===== config.mk =====
export PLATFORM = sky130hd
export DESIGN_NAME = dds_stream_sink_flat
export DESIGN_NICKNAME = d
export VERILOG_FILES = /design/src/rtl/dds_stream_sink_pkg.sv /design/src/rtl/dds_stream_sink_if.sv /design/src/rtl/dds_stream_sink_sync_fifo.sv /design/src/rtl/dds_stream_sink.sv /design/src/flat_wrapper.sv
export SDC_FILE = /design/constraint.sdc
export NUM_CORES = 1
export LEC_CHECK = 0
export CAP_MARGIN = 15
export CORE_AREA = 8 8 198 200
export DETAILED_ROUTE_END_ITERATION = 8
export DIE_AREA = 0 0 206 208
export DONT_BUFFER_PORTS = 1
export SLEW_MARGIN = 40
export SYNTH_ARGS = -nofsm -noshare
export SYNTH_HDL_FRONTEND = slang
export SYNTH_SLANG_ARGS = --single-unit

===== constraint.sdc =====
create_clock -name sys_clk -period 4 [get_ports sys_clk]
set_input_delay 0.6 -clock sys_clk [delete_from_list [all_inputs] [get_ports sys_clk]]
set_output_delay 0.6 -clock sys_clk [all_outputs]
set_load 0.01 [all_outputs]

===== src/rtl/dds_stream_sink_pkg.sv =====
`timescale 1ns/1ps
// Shared widths and helpers for the DDS stream sink and its FIFO.
package dds_stream_sink_pkg;

    localparam int DDS_DATA_W  = 8;
    localparam int DDS_PHASE_W = 16;
    localparam int DDS_ENTRY_W = DDS_PHASE_W + DDS_DATA_W;
    localparam int DDS_CNT_W   = 16;

    // Statistics counters stick at all-ones instead of wrapping back to zero.
    function automatic logic [DDS_CNT_W-1:0] sat_inc(input logic [DDS_CNT_W-1:0] v);
        return (v == '1) ? v : v + 1'b1;
    endfunction

endpackage


===== src/rtl/dds_stream_sink_if.sv =====
`timescale 1ns/1ps
// The two AXI-Stream channels of the DDS compiler: sine DATA and PHASE.
interface dds_stream_sink_if
    import dds_stream_sink_pkg::*;
#(
    parameter int DATA_W  = DDS_DATA_W,
    parameter int PHASE_W = DDS_PHASE_W
);

    logic [DATA_W-1:0]  s_data_tdata;
    logic               s_data_tvalid;
    logic               s_data_tready;
    logic [PHASE_W-1:0] s_phase_tdata;
    logic               s_phase_tvalid;
    logic               s_phase_tready;

    modport master (
        output s_data_tdata, s_data_tvalid, s_phase_tdata, s_phase_tvalid,
        input  s_data_tready, s_phase_tready
    );

    modport slave (
        input  s_data_tdata, s_data_tvalid, s_phase_tdata, s_phase_tvalid,
        output s_data_tready, s_phase_tready
    );

endinterface


===== src/rtl/dds_stream_sink_sync_fifo.sv =====
`timescale 1ns/1ps
// Single-clock FIFO with registered read data, synchronous flush and a registered level.
module sync_fifo
    import dds_stream_sink_pkg::*;
#(
    parameter int WIDTH = DDS_ENTRY_W,
    parameter int DEPTH = 16
) (
    input  logic                       clk,
    input  logic                       rst_n,
    input  logic                       flush,
    input  logic                       push,
    input  logic                       pop,
    input  logic [WIDTH-1:0]           wdata,
    output logic [WIDTH-1:0]           rdata,
    output logic                       full,
    output logic                       empty,
    output logic [$clog2(DEPTH):0]     level
);

    localparam int AW = $clog2(DEPTH);
    localparam logic [AW:0] LVL_FULL = DEPTH[AW:0];

    logic [WIDTH-1:0] r_mem [DEPTH];
    logic [AW-1:0]    r_wr_ptr;
    logic [AW-1:0]    r_rd_ptr;
    logic [AW:0]      r_level;
    logic             w_push;
    logic             w_pop;

    assign full   = (r_level == LVL_FULL);
    assign empty  = (r_level == '0);
    assign level  = r_level;
    assign w_push = push & ~full & ~flush;
    assign w_pop  = pop & ~empty & ~flush;

    // NOTE: storage has no reset; pointers and level define which entries are valid.
    always_ff @(posedge clk) begin
        if (w_push) r_mem[r_wr_ptr] <= wdata;
    end

    // NOTE: sequential state uses non-blocking assignments so every register samples pre-edge values.
    always_ff @(posedge clk or negedge rst_n) begin
        if (!rst_n) begin
            r_wr_ptr <= '0;
            r_rd_ptr <= '0;
            r_level  <= '0;
        end else if (flush) begin
            r_wr_ptr <= '0;
            r_rd_ptr <= '0;
            r_level  <= '0;
        end else begin
            if (w_push) r_wr_ptr <= r_wr_ptr + 1'b1;
            if (w_pop)  r_rd_ptr <= r_rd_ptr + 1'b1;
            case ({w_push, w_pop})
                2'b10:   r_level <= r_level + 1'b1;
                2'b01:   r_level <= r_level - 1'b1;
                default: r_level <= r_level;
            endcase
        end
    end

    // Read data only moves on a pop, so it holds across flushes and empty slots.
    always_ff @(posedge clk or negedge rst_n) begin
        if (!rst_n)     rdata <= '0;
        else if (w_pop) rdata <= r_mem[r_rd_ptr];
    end

endmodule


===== src/rtl/dds_stream_sink.sv =====
`timescale 1ns/1ps
// Joins the DDS DATA and PHASE streams, paces the samples out to a DAC and
// measures phase increment and wrap period on the acceptance side.
module dds_stream_sink
    import dds_stream_sink_pkg::*;
#(
    parameter int DATA_W     = DDS_DATA_W,
    parameter int PHASE_W    = DDS_PHASE_W,
    parameter int FIFO_DEPTH = 16,
    parameter int DAC_DIV    = 4
) (
    input  logic                          sys_clk,
    input  logic                          sys_rst_n,
    input  logic                          en,
    dds_stream_sink_if.slave              s_axis,
    output logic [DATA_W-1:0]             dac_data,
    output logic                          dac_strobe,
    output logic [$clog2(FIFO_DEPTH):0]   fifo_level,
    output logic [DDS_CNT_W-1:0]          underrun_cnt,
    output logic [PHASE_W-1:0]            phase_inc,
    output logic                          inc_valid,
    output logic                          wrap_tick,
    output logic [DDS_CNT_W-1:0]          period_len
);

    localparam int ENTRY_W = PHASE_W + DATA_W;
    localparam int PACE_W  = (DAC_DIV > 1) ? $clog2(DAC_DIV) : 1;
    localparam logic [PACE_W-1:0] PACE_LAST = PACE_W'(DAC_DIV - 1);

    logic                 w_full;
    logic                 w_empty;
    logic                 w_xfer;
    logic                 w_tick;
    logic                 w_pop;
    logic [ENTRY_W-1:0]   w_rd_entry;
    logic [PHASE_W-1:0]   w_unused_rd_phase;
    logic [PHASE_W-1:0]   w_cur_phase;
    logic [PACE_W-1:0]    r_pace;
    logic                 r_have_prev;
    logic [PHASE_W-1:0]   r_prev_phase;
    logic [DDS_CNT_W-1:0] r_samp_cnt;

    // Each ready looks only at the other channel's valid, so both handshake together or not at all.
    assign s_axis.s_data_tready  = en & ~w_full & s_axis.s_phase_tvalid;
    assign s_axis.s_phase_tready = en & ~w_full & s_axis.s_data_tvalid;
    assign w_xfer      = en & s_axis.s_data_tvalid & s_axis.s_phase_tvalid & ~w_full;
    assign w_tick      = en & (r_pace == PACE_LAST);
    assign w_pop       = w_tick & ~w_empty;
    assign w_cur_phase = s_axis.s_phase_tdata;

    sync_fifo #(
        .WIDTH (ENTRY_W),
        .DEPTH (FIFO_DEPTH)
    ) u_fifo (
        .clk   (sys_clk),
        .rst_n (sys_rst_n),
        .flush (~en),
        .push  (w_xfer),
        .pop   (w_pop),
        .wdata ({s_axis.s_phase_tdata, s_axis.s_data_tdata}),
        .rdata (w_rd_entry),
        .full  (w_full),
        .empty (w_empty),
        .level (fifo_level)
    );

    // The FIFO read register is the DAC word; the phase half rides along unused.
    assign dac_data          = w_rd_entry[DATA_W-1:0];
    assign w_unused_rd_phase = w_rd_entry[ENTRY_W-1:DATA_W];

    always_ff @(posedge sys_clk or negedge sys_rst_n) begin
        if (!sys_rst_n)  r_pace <= '0;
        else if (!en)    r_pace <= '0;
        else if (w_tick) r_pace <= '0;
        else             r_pace <= r_pace + 1'b1;
    end

    always_ff @(posedge sys_clk or negedge sys_rst_n) begin
        if (!sys_rst_n) begin
            dac_strobe   <= 1'b0;
            underrun_cnt <= '0;
        end else begin
            dac_strobe <= w_pop;
            if (w_tick && w_empty) underrun_cnt <= sat_inc(underrun_cnt);
        end
    end

    always_ff @(posedge sys_clk or negedge sys_rst_n) begin
        if (!sys_rst_n) begin
            r_have_prev  <= 1'b0;
            r_prev_phase <= '0;
            r_samp_cnt   <= '0;
            phase_inc    <= '0;
            inc_valid    <= 1'b0;
            wrap_tick    <= 1'b0;
            period_len   <= '0;
        end else begin
            inc_valid <= 1'b0;
            wrap_tick <= 1'b0;
            if (!en) begin
                r_have_prev <= 1'b0;
                r_samp_cnt  <= '0;
            end else if (w_xfer) begin
                r_prev_phase <= w_cur_phase;
                if (!r_have_prev) begin
                    r_have_prev <= 1'b1;
                end else begin
                    phase_inc <= w_cur_phase - r_prev_phase;
                    inc_valid <= 1'b1;
                    // A backwards step in unsigned phase marks the accumulator wrap.
                    if (w_cur_phase < r_prev_phase) begin
                        wrap_tick  <= 1'b1;
                        period_len <= sat_inc(r_samp_cnt);
                        r_samp_cnt <= '0;
                    end else begin
                        r_samp_cnt <= sat_inc(r_samp_cnt);
                    end
                end
            end
        end
    end

endmodule


===== src/flat_wrapper.sv =====
// flat-port wrapper written by rule: the top's interface ports become plain ports
module dds_stream_sink_flat import dds_stream_sink_pkg::*;
#(
    parameter int DATA_W     = DDS_DATA_W,
    parameter int PHASE_W    = DDS_PHASE_W,
    parameter int FIFO_DEPTH = 16,
    parameter int DAC_DIV    = 4
)
  (sys_clk, sys_rst_n, en, dac_data, dac_strobe, fifo_level, underrun_cnt, phase_inc, inc_valid, wrap_tick, period_len, s_axis_s_data_tdata, s_axis_s_data_tvalid, s_axis_s_phase_tdata, s_axis_s_phase_tvalid, s_axis_s_data_tready, s_axis_s_phase_tready);
  dds_stream_sink_if #(.DATA_W(DATA_W), .PHASE_W(PHASE_W)) s_axis_i ();
  input  logic sys_clk;
  input  logic sys_rst_n;
  input  logic en;
  output logic [DATA_W-1:0] dac_data;
  output logic dac_strobe;
  output logic [$clog2(FIFO_DEPTH):0] fifo_level;
  output logic [DDS_CNT_W-1:0] underrun_cnt;
  output logic [PHASE_W-1:0] phase_inc;
  output logic inc_valid;
  output logic wrap_tick;
  output logic [DDS_CNT_W-1:0] period_len;
  input wire logic [$bits(s_axis_i.s_data_tdata)-1:0] s_axis_s_data_tdata;
  input wire logic [$bits(s_axis_i.s_data_tvalid)-1:0] s_axis_s_data_tvalid;
  input wire logic [$bits(s_axis_i.s_phase_tdata)-1:0] s_axis_s_phase_tdata;
  input wire logic [$bits(s_axis_i.s_phase_tvalid)-1:0] s_axis_s_phase_tvalid;
  output wire logic [$bits(s_axis_i.s_data_tready)-1:0] s_axis_s_data_tready;
  output wire logic [$bits(s_axis_i.s_phase_tready)-1:0] s_axis_s_phase_tready;
  assign s_axis_i.s_data_tdata = s_axis_s_data_tdata;
  assign s_axis_i.s_data_tvalid = s_axis_s_data_tvalid;
  assign s_axis_i.s_phase_tdata = s_axis_s_phase_tdata;
  assign s_axis_i.s_phase_tvalid = s_axis_s_phase_tvalid;
  assign s_axis_s_data_tready = s_axis_i.s_data_tready;
  assign s_axis_s_phase_tready = s_axis_i.s_phase_tready;
  dds_stream_sink #(.DATA_W(DATA_W), .PHASE_W(PHASE_W), .FIFO_DEPTH(FIFO_DEPTH), .DAC_DIV(DAC_DIV)) u_core (.sys_clk(sys_clk), .sys_rst_n(sys_rst_n), .en(en), .s_axis(s_axis_i), .dac_data(dac_data), .dac_strobe(dac_strobe), .fifo_level(fifo_level), .underrun_cnt(underrun_cnt), .phase_inc(phase_inc), .inc_valid(inc_valid), .wrap_tick(wrap_tick), .period_len(period_len));
endmodule

Word-level counts from Yosys, hierarchy flattened --
Memory sizes are Yosys's and may differ from the RTL's. A register that Yosys moved wholly into a read port is not among the register bits. Cells that the tools add are included.
Operators by class: $add $sub $neg 8, multipliers 0, div/mod/pow operators 0, order comparisons 1, equal/unequal tests 11, shift-type cells 0, multiplexer cells 24, bitwise operators 15, reductions and logical operators 8
Operators with widths (count):
- 2-to-1 mux 16 bit | 5
- adder 16 x 1 -> 16 bit (second input constant) | 2
- == test 16 bit (second input constant) | 2
- < comparator 16 bit | 1
- 2-to-1 mux 4 bit | 4
- subtractor 16 bit | 1
- bitwise AND 1 bit | 12
- 2-to-1 mux 1 bit | 11
- case mux 5 bit (2 select lines) | 1
- adder 4 x 1 -> 4 bit (second input constant) | 2
- != test 2 x 1 -> 1 bit (second input constant) | 4
- AND reduction 2 bit | 3
- adder 5 x 1 -> 5 bit (second input constant) | 1
- == test 5 bit (second input constant) | 1
- zero test 5 bit | 1
- 2-to-1 mux 5 bit | 1
- subtractor 5 x 1 -> 5 bit (second input constant) | 1
- == test 2 bit (second input constant) | 2
- 2-to-1 mux 2 bit | 2
- AND reduction 4 bit | 1
- != test 3 x 1 -> 1 bit (second input constant) | 1
- NOT 1 bit | 3
- AND reduction 3 bit | 1
- adder 2 x 1 -> 2 bit (second input constant) | 1
- other kinds (3) | 3
Storage, ports and cells: register bits 99, latch bits 0, bits in writable memories 384, memory bits (read-only) 0, output and inout bits 66, logic and storage cells 81, memories kept 1
Memory list:
- u_core.u_fifo.r_mem | depth 16, bits a word 24, rd ports 1, clocked after memory_dff 1, wr ports 1, line dds_stream_sink_sync_fifo.sv:24 | logic [WIDTH-1:0] r_mem [DEPTH];

Depth between registers and ports, before layout --
depth after elaboration 8, gate-level depth with buffers 11, mapped depth without buffers 11

Hierarchy --
From an unflattened synthesis, not the netlist that was laid out.
Second synthesis, totals: cell total of the unflattened synthesis 1232, area total of the unflattened synthesis 20987.6 um^2
By module, submodules not included:
- sync_fifo | instances 1, cells each 751, area each 16404.5 um^2
- dds_stream_sink | instances 1, cells each 481, area each 4583.1 um^2

Worst setup path after synthesis --
No wires, ideal clock.
kind input-to-reg, from input port s_axis_s_phase_tdata[10], to register u_core.period_len[10], library setup time 0.125 ns, data arrival time 2.757 ns, setup slack 1.118 ns, stages on the path 10, path through ha_1 > buf_6 > nand2_1 > nor2_2 > a221o_1 > a21oi_4 > o21ai_2 > a211oi_4 > buf_8 > mux2_4
Between the ends: cells in the longest elaborated chain, start to end 2
Ends and longest elaborated chain:
- from (decl) | line flat_wrapper.sv:24 | input wire logic [$bits(s_axis_i.s_phase_tdata)-1:0] s_axis_s_phase_tdata;
- < comparator 16 bit | line dds_stream_sink.sv:111 | if (w_cur_phase < r_prev_phase) begin
- AND reduction 4 bit (no line)
- to (signal assigned) | line dds_stream_sink.sv:113 | period_len <= sat_inc(r_samp_cnt);
- to (decl) | line dds_stream_sink.sv:23 | output logic [DDS_CNT_W-1:0] period_len
No other way between the ends. A chain may end at the register's enable or synchronous reset.

Worst setup path after layout --
from register u_core.u_fifo.r_level[0] (netlist: u_core.u_fifo.level[0]), to register u_core.u_fifo.r_level[4] (netlist: u_core.u_fifo.level[4])
Between the ends: cells in the longest elaborated chain, start to end 8
Ends and longest elaborated chain:
- from (decl) | line dds_stream_sink_sync_fifo.sv:27 | logic [AW:0] r_level;
- from (signal assigned) | line dds_stream_sink_sync_fifo.sv:56 | 2'b10: r_level <= r_level + 1'b1;
- from (signal assigned) | line dds_stream_sink_sync_fifo.sv:57 | 2'b01: r_level <= r_level - 1'b1;
- from (signal assigned) | line dds_stream_sink_sync_fifo.sv:58 | default: r_level <= r_level;
- == test 5 bit / zero test 5 bit (equally long branches) | line dds_stream_sink_sync_fifo.sv:31, dds_stream_sink_sync_fifo.sv:32
- NOT 1 bit (on tied branches)
- bitwise AND 1 bit (on tied branches) | line dds_stream_sink.sv:46, dds_stream_sink.sv:48
- bitwise AND 1 bit (on tied branches) (2 in a row) | line dds_stream_sink_sync_fifo.sv:34, dds_stream_sink_sync_fifo.sv:35
- == test 2 x 1 -> 1 bit / == test 2 bit (equally long branches) | line dds_stream_sink_sync_fifo.sv:55 | case ({w_push, w_pop})
- case mux 5 bit (2 select lines) | line dds_stream_sink_sync_fifo.sv:55
- 2-to-1 mux 5 bit | line dds_stream_sink_sync_fifo.sv:48 | end else if (flush) begin
Parallel ways exist; a longest one is shown, timed or not.

==> flow_summary.ini <==
[outcome]
status = completed

[synth]
ys_warn_count = 0
async_reset_ff_share_pct = 45.5
ys.flop_type = edfxtp_1
mappedNetlistArea_um2 = 10600
synth_cell_types = 61
synth-edff-count = 128
synth_cells = 797
syn_area_per_cell_um2 = 13.3
seq_area_frac_synth_pct = 61.4
ys_ff_latch = 235
syn_nets = 853

[floorplanning]
initial_core_util_pct = 29.4
coreArea_um2 = 36100
die_h_um = 208
die_area_um2 = 42800
die_x_um = 206
rows = 70
top_level_ports = 95

[critical_path]
crit_buf_inv = 0
cp-start-kind = flop
r2r_end = u_core.u_fifo.level[4]
cp_cell_sequence = nor4_1 > a21oi_4 > nor2_1 > xor2_1 > ha_1 > or3_1 > a21oi_1 > a21o_1 > a21oi_1 > a32o_1
path_class = flop to flop
crit_start = u_core.u_fifo.level[0]
r2r_cells = 10
cp.required_ns = 4.44
cp.depth = 10
r2r_slack_ns = 0.84
rr_startpoint = u_core.u_fifo.level[0]
cpMostUsedCell = a21oi_1
slowest_stage = nor4_1
path_delay_family = simple AND/OR/NAND/NOR gates
slowest_delay_ns = 0.61
crit_fanout = 9
crit_arrival_ns = 3.61
crit_path_end = u_core.u_fifo.level[4]
worst_setup_path_end_kind = flop

[clock_tree]
cts_resized = 0
cts_buffers = 28
post_cts_buffers = 0
insertion_delay_ns = 0.57
h-tree-depth = 1
cts_tree = yes
clock_sinks = 235
cts_root_buf = clkbuf_16
path_clk_slew_ns = 0.06
cts_buffer_depth = 3

[timing]
hold_viol_final = 0
max_freq_mhz = 316
slew_headroom_pct = 51.9
rsz0062_at_grt = false
finalSetupViolCount = 0
worst_slack_ns = 0.835
finalCritPeriodShare_pct = 79.1
fin_setup_tns_ns = 0
finClkSkew_ns = 0.0208
report.final.slew_viol_count = 0
finalCriticalPeriod_ns = 3.16
whs_ns = 0.129
tightest_slew_ns = 0.719

[cells_and_area]
drive_gt1_share_pct = 14.8
antennaDiodeCount = 0
fillerInstances = 3568
layout_commonest_cell = edfxtp_1
seq_area_um2 = 6530
final_cell_mix = edfxtp_1, nand2_1, dfrtp_1, o21ai_0, mux4_2
fin_nets = 854
multiInputGateArea_um2 = 3810
area_growth_syn_to_layout_pct = 13.4

[placed_design]
gp_congestion = 0.773
hpwlAfterDp_mm = 15.6
io_buffers = 0
post-place-ws_ns = 0.822

[pwr]
leakage_nw = 4.60
power_density_nw_per_um2 = 506
ir_drop_mv = 0.327

[route]
vias_per_cell = 4.85
vias = 6236
finalWirelength_mm = 23.5
drtAntennaViolNets = 0
wl_per_cell_um = 18.3
drt_iter0_markers = 304
drc_errors = 0
drt-pass1-iter-count = 4

[global_routing]
grt_max_degree = 108
grt_pass1_vias = 6278
grt_first_pass_wirelength_mm = 37.2
grt_antenna_before_repair = 0
grtUsageTotal_pct = 10.9
overflow = 0

[flow_run]
drv_cap = 0

[worst_hold_path]
min_path_type = input pin to flop
Yosys cell counts, types with 3 or more instances:
cell type    n  share of area, %
edfxtp_1   128                36
nand2_1    112               4.0
dfrtp_1    107                25
o21ai_0     51               2.4
mux4_2      40               8.5
inv_1       31               1.1
a21oi_1     30               1.4
ha_1        26               3.1
nand3_1     25               1.2
xnor2_1     25               2.1
nor2_1      24              0.85
clkbuf_1    20              0.71
a31oi_1     19               1.1
xor2_1      15               1.2
and2_1      14              0.82
buf_2       11              0.52
and3_1      10              0.59
mux2_2       8              0.85
nand4_1      8              0.47
nor3_1       8              0.38
mux2_4       7              0.99
a21o_1       5              0.35
and4_1       5              0.41
buf_1        4              0.14
nand2b_1     4              0.24
o21a_1       4              0.28
or3_1        4              0.24
a32o_1       3              0.28
mux2i_1      3              0.28
nor4_1       3              0.18
o31ai_1      3              0.21
repair_timing:
action / in CTS / in global routing
hold endpoints to repair: 107 / 0
hold buffers: 2 / 0
setup endpoints to repair: 0 / 0
layer usage:
metal	track usage (%)	vias to the layer above	routed length [um]
li1	-	2950	-
met1	14.4	3131	10500
met2	16.9	119	10800
met3	3.36	36	1580
met4	3.50	0	604
met5	0	-	0
how the worst min path moves through the flow:
stage                                            end  slack, ns  cells after the start                   start
after floorplan                    u_core.dac_strobe       0.30                      0               sys_rst_n
after global placement       u_core.underrun_cnt[13]       0.31                      0               sys_rst_n
after detailed placement            u_core.wrap_tick       0.31                      0               sys_rst_n
after CTS                  u_core.u_fifo.r_mem[0][5]       0.09                      0  s_axis_s_data_tdata[5]
after global routing      u_core.u_fifo.r_mem[12][7]       0.09                      0  s_axis_s_data_tdata[7]
final                      u_core.u_fifo.r_mem[0][5]       0.13                      0  s_axis_s_data_tdata[5]
worst register-to-register path: stages (launching register included):
cell	delay (ns)
dfrtp_1	0.55
nor4_1	0.61
a21oi_4	0.11
nor2_1	0.45
xor2_1	0.14
ha_1	0.27
or3_1	0.32
a21oi_1	0.19
a21o_1	0.13
a21oi_1	0.06
a32o_1	0.22
registers in the layout (all words and copies together), names as in the netlist:
| register | count |
|---|---|
| u_core.u_fifo.level | 5 |
| u_core.period_len | 16 |
| u_core.phase_inc | 16 |
| u_core.r_prev_phase | 16 |
| u_core.r_have_prev | 1 |
| u_core.wrap_tick | 1 |
| u_core.r_samp_cnt | 16 |
| u_core.inc_valid | 1 |
| u_core.u_fifo.rdata | 8 |
| u_core.u_fifo.r_rd_ptr | 4 |
| u_core.r_pace | 2 |
| u_core.u_fifo.r_wr_ptr | 4 |
| u_core.u_fifo.r_mem | 128 |
| u_core.underrun_cnt | 16 |
| u_core.dac_strobe | 1 |
cells by family (layout without fill, tap and decap cells):
family | after synthesis | in the layout | share of synthesized area, %
compound gates | 138 | 138 | 8.42
xor+xnor | 40 | 40 | 3.30
fa+ha+maj | 27 | 27 | 3.25
buf+inv | 70 | 91 | 2.85
flops | 235 | 235 | 61.4
mux | 58 | 58 | 10.6
simple gates | 229 | 229 | 10.2
cell type report:
class                      count  area share, %
sequential                   235           54.2
multi-input combinational    492           31.6
clock buffer                  33           5.97
tap                          468           4.86
clock inverter                17           1.63
inverter                      32          0.997
timing repair buffer           9          0.748
stage by stage:
step | cell area [um^2] | util, % | total power, mW | cells
floorplan | 10600 | - | 3.44 | 797
CTS | 12000 | 33.4 | 6.20 | 1286
global placement | 11100 | 30.7 | 3.60 | 1234
detailed placement | 11100 | 30.7 | 3.60 | 1234
global route | 12000 | 33.4 | 6.40 | 1286
finish | 12000 | 33.4 | 6.09 | 1286
where the power goes:
group / internal, mW / switching (mW) / leakage, nW
Clock: 1.48 / 1.04 / 0.429
Combinational: 0.267 / 0.339 / 1.60
Sequential: 2.73 / 0.235 / 2.57
Total: 4.48 / 1.61 / 4.60
(Power assumes the default switching activity.)
